### config.mk
export PLATFORM = sky130hd
export DESIGN_NAME = memoria_ctrl
export DESIGN_NICKNAME = d
export VERILOG_FILES = /design/src/rtl/mem_ctrl_pkg.sv /design/src/rtl/memoria_ctrl_onehot_dec.sv /design/src/rtl/memoria_ctrl.sv
export SDC_FILE = /design/constraint.sdc
export NUM_CORES = 1
export LEC_CHECK = 0
export CAP_MARGIN = 20
export CORE_MARGIN = 1
export CORE_UTILIZATION = 37
export CTS_CLUSTER_DIAMETER = 100
export DETAILED_ROUTE_END_ITERATION = 6
export PLACE_DENSITY = 0.7
export SYNTH_ARGS = -nofsm -noshare
export SYNTH_HDL_FRONTEND = slang
export SYNTH_SLANG_ARGS = --single-unit
### constraint.sdc
create_clock -name clk -period 2.1 [get_ports clk]
set_clock_uncertainty 0.1 [all_clocks]
set_input_delay 0.315 -clock clk [delete_from_list [all_inputs] [get_ports clk]]
set_output_delay 0.315 -clock clk [all_outputs]
set_load 0.05 [all_outputs]
### src/rtl/mem_ctrl_pkg.sv
// Shared definitions for the word-array access controller.
// Holds the controller state encoding and the default geometry
// (address width, word width, number of attached words).
package mem_ctrl_pkg;

    localparam int ADDR_W_DEF = 2;
    localparam int DATA_W_DEF = 4;
    localparam int WORDS_DEF  = 4;

    typedef enum logic [2:0] {
        IDLE   = 3'd0,
        SETUP  = 3'd1,
        ACCESS = 3'd2,
        CLEAR  = 3'd3,
        RESP   = 3'd4
    } state_t;

endpackage

### src/rtl/memoria_ctrl_onehot_dec.sv
// One-hot word-select decoder.
// Ports:
//   en    in   decode enable; all selects are 0 when low
//   addr  in   word address (ADDR_W)
//   sel   out  one-hot select (WORDS), never more than one bit set
//   oor   out  address is outside the attached words (addr >= WORDS)
module onehot_dec #(
    parameter int ADDR_W = 2,
    parameter int WORDS  = 4
) (
    input  logic              en,
    input  logic [ADDR_W-1:0] addr,
    output logic [WORDS-1:0]  sel,
    output logic              oor
);

    always_comb begin
        sel = '0;
        oor = (int'(addr) >= WORDS);
        for (int i = 0; i < WORDS; i++) begin
            if (en && !oor && (int'(addr) == i)) begin
                sel[i] = 1'b1;
            end
        end
    end

endmodule

### src/rtl/memoria_ctrl.sv
// Access controller for the JK flip-flop word array.
// Accepts read/write/clear requests over valid/ready, sequences glitch-free
// word selects toward the array (data and rw are set up one full cycle before
// the select rises), captures read data and returns a response over valid/ready.
// Ports:
//   clk, reset                  clock, async active-low reset
//   req_valid/req_ready         request handshake
//   req_rw/req_addr/req_wdata   request (1 = write), address, write data
//   clr_req                     level: clear the whole array when seen in IDLE
//   rsp_valid/rsp_ready         response handshake
//   rsp_rdata/rsp_err           read data, out-of-range flag
//   mem_sel/mem_rw/mem_din      array one-hot select, rw, data in
//   mem_clear/mem_dout          array clear, OR of selected word outputs
//
// state  | meaning
// IDLE   | waiting for clr_req or a request
// SETUP  | rw/data driven toward array, selects still low
// ACCESS | one word selected for exactly one cycle
// CLEAR  | array clear pulse
// RESP   | response held until rsp_ready
module memoria_ctrl
    import mem_ctrl_pkg::*;
#(
    parameter int ADDR_W = ADDR_W_DEF,
    parameter int DATA_W = DATA_W_DEF,
    parameter int WORDS  = WORDS_DEF
) (
    input  logic              clk,
    input  logic              reset,
    input  logic              req_valid,
    output logic              req_ready,
    input  logic              req_rw,
    input  logic [ADDR_W-1:0] req_addr,
    input  logic [DATA_W-1:0] req_wdata,
    input  logic              clr_req,
    output logic              rsp_valid,
    input  logic              rsp_ready,
    output logic [DATA_W-1:0] rsp_rdata,
    output logic              rsp_err,
    output logic [WORDS-1:0]  mem_sel,
    output logic              mem_rw,
    output logic [DATA_W-1:0] mem_din,
    output logic              mem_clear,
    input  logic [DATA_W-1:0] mem_dout
);

    state_t              state, state_nxt;
    logic [ADDR_W-1:0]   addr_q, addr_nxt;
    logic [WORDS-1:0]    sel_nxt;
    logic                rw_nxt;
    logic [DATA_W-1:0]   din_nxt;
    logic                clear_nxt;
    logic                rsp_valid_nxt;
    logic [DATA_W-1:0]   rdata_nxt;
    logic                err_nxt;
    logic [WORDS-1:0]    dec_sel;
    logic                dec_oor;

    // Decoded during SETUP so the select register loads at the edge that
    // starts ACCESS and clears at the edge that ends it.
    onehot_dec #(
        .ADDR_W (ADDR_W),
        .WORDS  (WORDS)
    ) u_dec (
        .en   (state == SETUP),
        .addr (addr_q),
        .sel  (dec_sel),
        .oor  (dec_oor)
    );

    assign req_ready = (state == IDLE) && !clr_req;

    always_comb begin
        state_nxt     = state;
        addr_nxt      = addr_q;
        sel_nxt       = '0;
        rw_nxt        = mem_rw;
        din_nxt       = mem_din;
        clear_nxt     = 1'b0;
        rsp_valid_nxt = rsp_valid;
        rdata_nxt     = rsp_rdata;
        err_nxt       = rsp_err;
        case (state)
            IDLE: begin
                if (clr_req) begin
                    state_nxt = CLEAR;
                    clear_nxt = 1'b1;
                end else if (req_valid) begin
                    state_nxt = SETUP;
                    addr_nxt  = req_addr;
                    rw_nxt    = req_rw;
                    din_nxt   = req_wdata;
                end
            end
            SETUP: begin
                if (dec_oor) begin
                    state_nxt     = RESP;
                    rw_nxt        = 1'b0;
                    rsp_valid_nxt = 1'b1;
                    rdata_nxt     = '0;
                    err_nxt       = 1'b1;
                end else begin
                    state_nxt = ACCESS;
                    sel_nxt   = dec_sel;
                end
            end
            ACCESS: begin
                // Select and rw drop on the same edge that stores/captures,
                // so rw is never seen changing under an active select.
                state_nxt     = RESP;
                rw_nxt        = 1'b0;
                rsp_valid_nxt = 1'b1;
                rdata_nxt     = mem_rw ? '0 : mem_dout;
                err_nxt       = 1'b0;
            end
            CLEAR: begin
                state_nxt     = RESP;
                rsp_valid_nxt = 1'b1;
                rdata_nxt     = '0;
                err_nxt       = 1'b0;
            end
            RESP: begin
                if (rsp_ready) begin
                    state_nxt     = IDLE;
                    rsp_valid_nxt = 1'b0;
                end
            end
            default: begin
                state_nxt = IDLE;
            end
        endcase
    end

    always_ff @(posedge clk or negedge reset) begin
        if (!reset) begin
            state     <= IDLE;
            addr_q    <= '0;
            mem_sel   <= '0;
            mem_rw    <= 1'b0;
            mem_din   <= '0;
            mem_clear <= 1'b0;
            rsp_valid <= 1'b0;
            rsp_rdata <= '0;
            rsp_err   <= 1'b0;
        end else begin
            state     <= state_nxt;
            addr_q    <= addr_nxt;
            mem_sel   <= sel_nxt;
            mem_rw    <= rw_nxt;
            mem_din   <= din_nxt;
            mem_clear <= clear_nxt;
            rsp_valid <= rsp_valid_nxt;
            rsp_rdata <= rdata_nxt;
            rsp_err   <= err_nxt;
        end
    end

endmodule
==> run_results.csv <==
group,metric,value,unit
pwr,cellLeakagePower,0.544,nW
setup_path,path_cells,"clkdlybuf4s50_1",
setup_path,critPathKind,"flip-flop to primary output",
detailed_routing,wl_per_cell,12.3,um
placed_design,globalplace.congestion,0.774,
timing,whs,0.234,ns
clock_network,cts_resized,0,
timing,finalHoldViolCount,0,
clock_network,cts_tree,"built",
cells_and_area,final_net_count,110,
pwr,seqPwrFrac,35.4,%
die,die-area,0.00239,sq mm
worst_hold_path,min_path_type,"primary input to async pin",
detailed_routing,drt_pass1_iterations,3,
setup_path,crit_family,"buffers and inverters",
run_status,status,"completed",
die,io_pins,33,
logic_synthesis,synth_area_leaders,"dfrtp_1 62%, mux2_4 11%, a22o_1 4.3%",
logic_synthesis,yosysTopAreaCell,"dfrtp_1",
die,rows,16,
setup_path,required,1.68,ns
detailed_routing,drt-vias-per-instance,4.68,
setup_path,end_kind,"primary output",
logic_synthesis,synthCells,59,
logic_synthesis,synthTopCellsByCount,"20 x dfrtp_1, 6 x mux2_4, 4 x a22o_1, 4 x nor2_1",
setup_path,worstPathMaxFanout,3,
logic_synthesis,ys_async_sr_fraction,100,%
logic_synthesis,synth_top_cell_area_share,61.5,%
setup_path,cp-start-kind,"flip-flop",
detailed_routing,drtIter0Drc,5,
placed_design,numPortBuffers,31,
logic_synthesis,synth_edf_count,0,
logic_synthesis,ys_warn_count,0,
timing,period_share,92.5,%
global_routing,grt_pass1_wl,2740,um
pwr,p_int,0.00107,W
detailed_routing,vias,562,
logic_synthesis,synth_fp_nets,75,
timing,tns,0,ns
logic_synthesis,synth_seq_cells,20,
timing,fin_crit,1.94,ns
global_routing,grt_pass1_vias,572,
clock_network,post_cts_buffers,0,
global_routing,grt_max_degree,21,
cells_and_area,num_antenna_cells,0,
clock_network,cts_max_path_buffers,2,
logic_synthesis,ys_types,24,
pwr,p_sw_share,44.8,%
die,core-area,0.00202,sq mm
setup_path,slowest_delay,0.82,ns
clock_network,cts_buffers,3,
pwr,p_sw,0.000867,W
timing,final_max_slew_viol_count,0,
job,maxCapViolCount,0,
logic_synthesis,ys.flop_type,"dfrtp_1",
pwr,total_power,0.00194,W
detailed_routing,ant_nets,0,
timing,setup_viol,0,
logic_synthesis,synth.most_common_cell,"dfrtp_1",
cells_and_area,stdcell_area,0.00120,sq mm
clock_network,htree_levels,1,
placed_design,hpwl,1140,um
pwr,irDropWorstVdd,0.000736,V
placed_design,dpl_cell_area,0.00116,sq mm
logic_synthesis,synth_area_per_cell,13.8,sq um
logic_synthesis,yosysSeqAreaShare,61.5,%
die,die_w,48.9,um
global_routing,antenna_found_initial,0,
pwr,power_frac_comb,53.3,%
global_routing,grt_overflow,0,
die,start_util,40.2,%
cells_and_area,drive_gt1_share,17.2,%
pwr,power_frac_clock,11.3,%
setup_path,arrival,1.53,ns
clock_network,cts_sinks,20,
die,die_h,48.9,um
setup_path,slowest_stage,"clkdlybuf4s50_1",
detailed_routing,routed_wl,1480,um
clock_network,clkTransAtPathRegs,0.11,ns
setup_path,crit_buf_inv,1,
logic_synthesis,synthesis.area,813,sq um
detailed_routing,drc,0,
timing,rsz0062_at_grt,"false",
clock_network,holdBufCountCts,0,
timing,clock.fmax,515,MHz
clock_network,clk_latency,0.30,ns
clock_network,cts_root_buf,"clkbuf_4",
cells_and_area,area_growth,47.4,%
pwr,p_per_area,1620,mW/mm^2
global_routing,grt_util_all_layers,15.7,%
[kinds of logic (layout without fill, tap and decap cells)]
kind of cell | after synthesis | count (layout) | share of synthesized area, %
AO/OA/AOI/OAI | 10 | 10 | 9.23
buffers and inverters | 4 | 38 | 3.23
flip-flops | 20 | 20 | 61.5
multiplexers | 6 | 6 | 11.1
other | 1 | 1 | 0.461
AND/OR/NAND/NOR | 18 | 18 | 14.5
[routing by layer]
| metal | routed length (um) | track usage [%] | vias up |
|---|---|---|---|
| met5 | 0 | 0 | - |
| met1 | 665 | 19.2 | 269 |
| met2 | 710 | 24.8 | 18 |
| met3 | 47 | 2.80 | 4 |
| met4 | 51 | 11.8 | 0 |
| li1 | - | - | 271 |
[registers in the layout, summed over array words and instances (netlist names)]
name,cells
state,3
addr_q,2
mem_clear,1
mem_rw,1
rsp_valid,1
rsp_rdata,4
mem_din,4
mem_sel,4
[layout make-up]
cell class / instances / area (sq um)
clock buffers: 4 / 36.3
fillers: 165 / 823
flip-flops and latches: 20 / 500
inverters: 2 / 7.51
repair buffers: 32 / 328
multi-input cells: 35 / 293
well taps: 27 / 33.8
[power by group through the flow]
| stage | logic [W] | registers [W] | clock network [W] |
|---|---|---|---|
| after global routing | 0.00110 | 0.000713 | 0.000241 |
| after global placement | 0.00103 | 0.000690 | 0 |
| after floorplan | 0.000361 | 0.00104 | 0 |
| final | 0.00103 | 0.000687 | 0.000219 |
| after detailed placement | 0.00104 | 0.000694 | 0 |
| after CTS | 0.00104 | 0.000685 | 0.000227 |
[cells in the final DEF, fill, tap and decap left out]
master / netlist / final
a21oi_1: 2 / 2
a22o_1: 4 / 4
a32o_1: 1 / 1
and2_1: 1 / 1
buf_12: 0 / 1
buf_4: 1 / 1
clkbuf_4: 0 / 3
clkbuf_8: 0 / 1
clkdlybuf4s50_1: 0 / 30
conb_1: 1 / 1
dfrtp_1: 20 / 20
inv_1: 2 / 2
mux2_4: 6 / 6
nand2_1: 2 / 2
nand2_4: 1 / 1
nand2b_1: 1 / 1
nand3_1: 1 / 1
nand3b_1: 1 / 1
nor2_1: 4 / 4
nor2b_1: 1 / 1
nor3_1: 2 / 2
nor3_2: 1 / 1
nor3_4: 1 / 1
nor4_2: 0 / 1
o21a_1: 2 / 2
o21ai_0: 1 / 1
or4b_1: 1 / 1
[worst paths after layout]
check | startpoint | to | slack (ns) | depth (start not counted)
min in group clk | addr_q[0]$_DFFE_PN0P_ | mem_sel[0]$_DFF_PN0_ | 0.40 | 1
max reg2reg | state[0]$_DFFE_PN0P_ | mem_din[1]$_DFFE_PN0P_ | 0.64 | 3
min reg2reg | addr_q[0]$_DFFE_PN0P_ | mem_sel[0]$_DFF_PN0_ | 0.40 | 1
max | mem_rw$_DFFE_PN0P_ | mem_rw | 0.16 | 1
min | reset | rsp_rdata[1]$_DFFE_PN0P_ | 0.23 | 2
max in group asynchronous | reset | mem_din[3]$_DFFE_PN0P_ | 1.46 | 2
[stage by stage]
step,util [%],setup WS (ns),cells
final,59.3,0.158,120
after global routing,59.3,0.118,120
after CTS,59.3,0.138,120
after detailed placement,57.5,0.307,116
after global placement,57.5,0.348,116
after floorplan,-,0.238,59
Note: power is estimated with default switching activity, not from simulation.
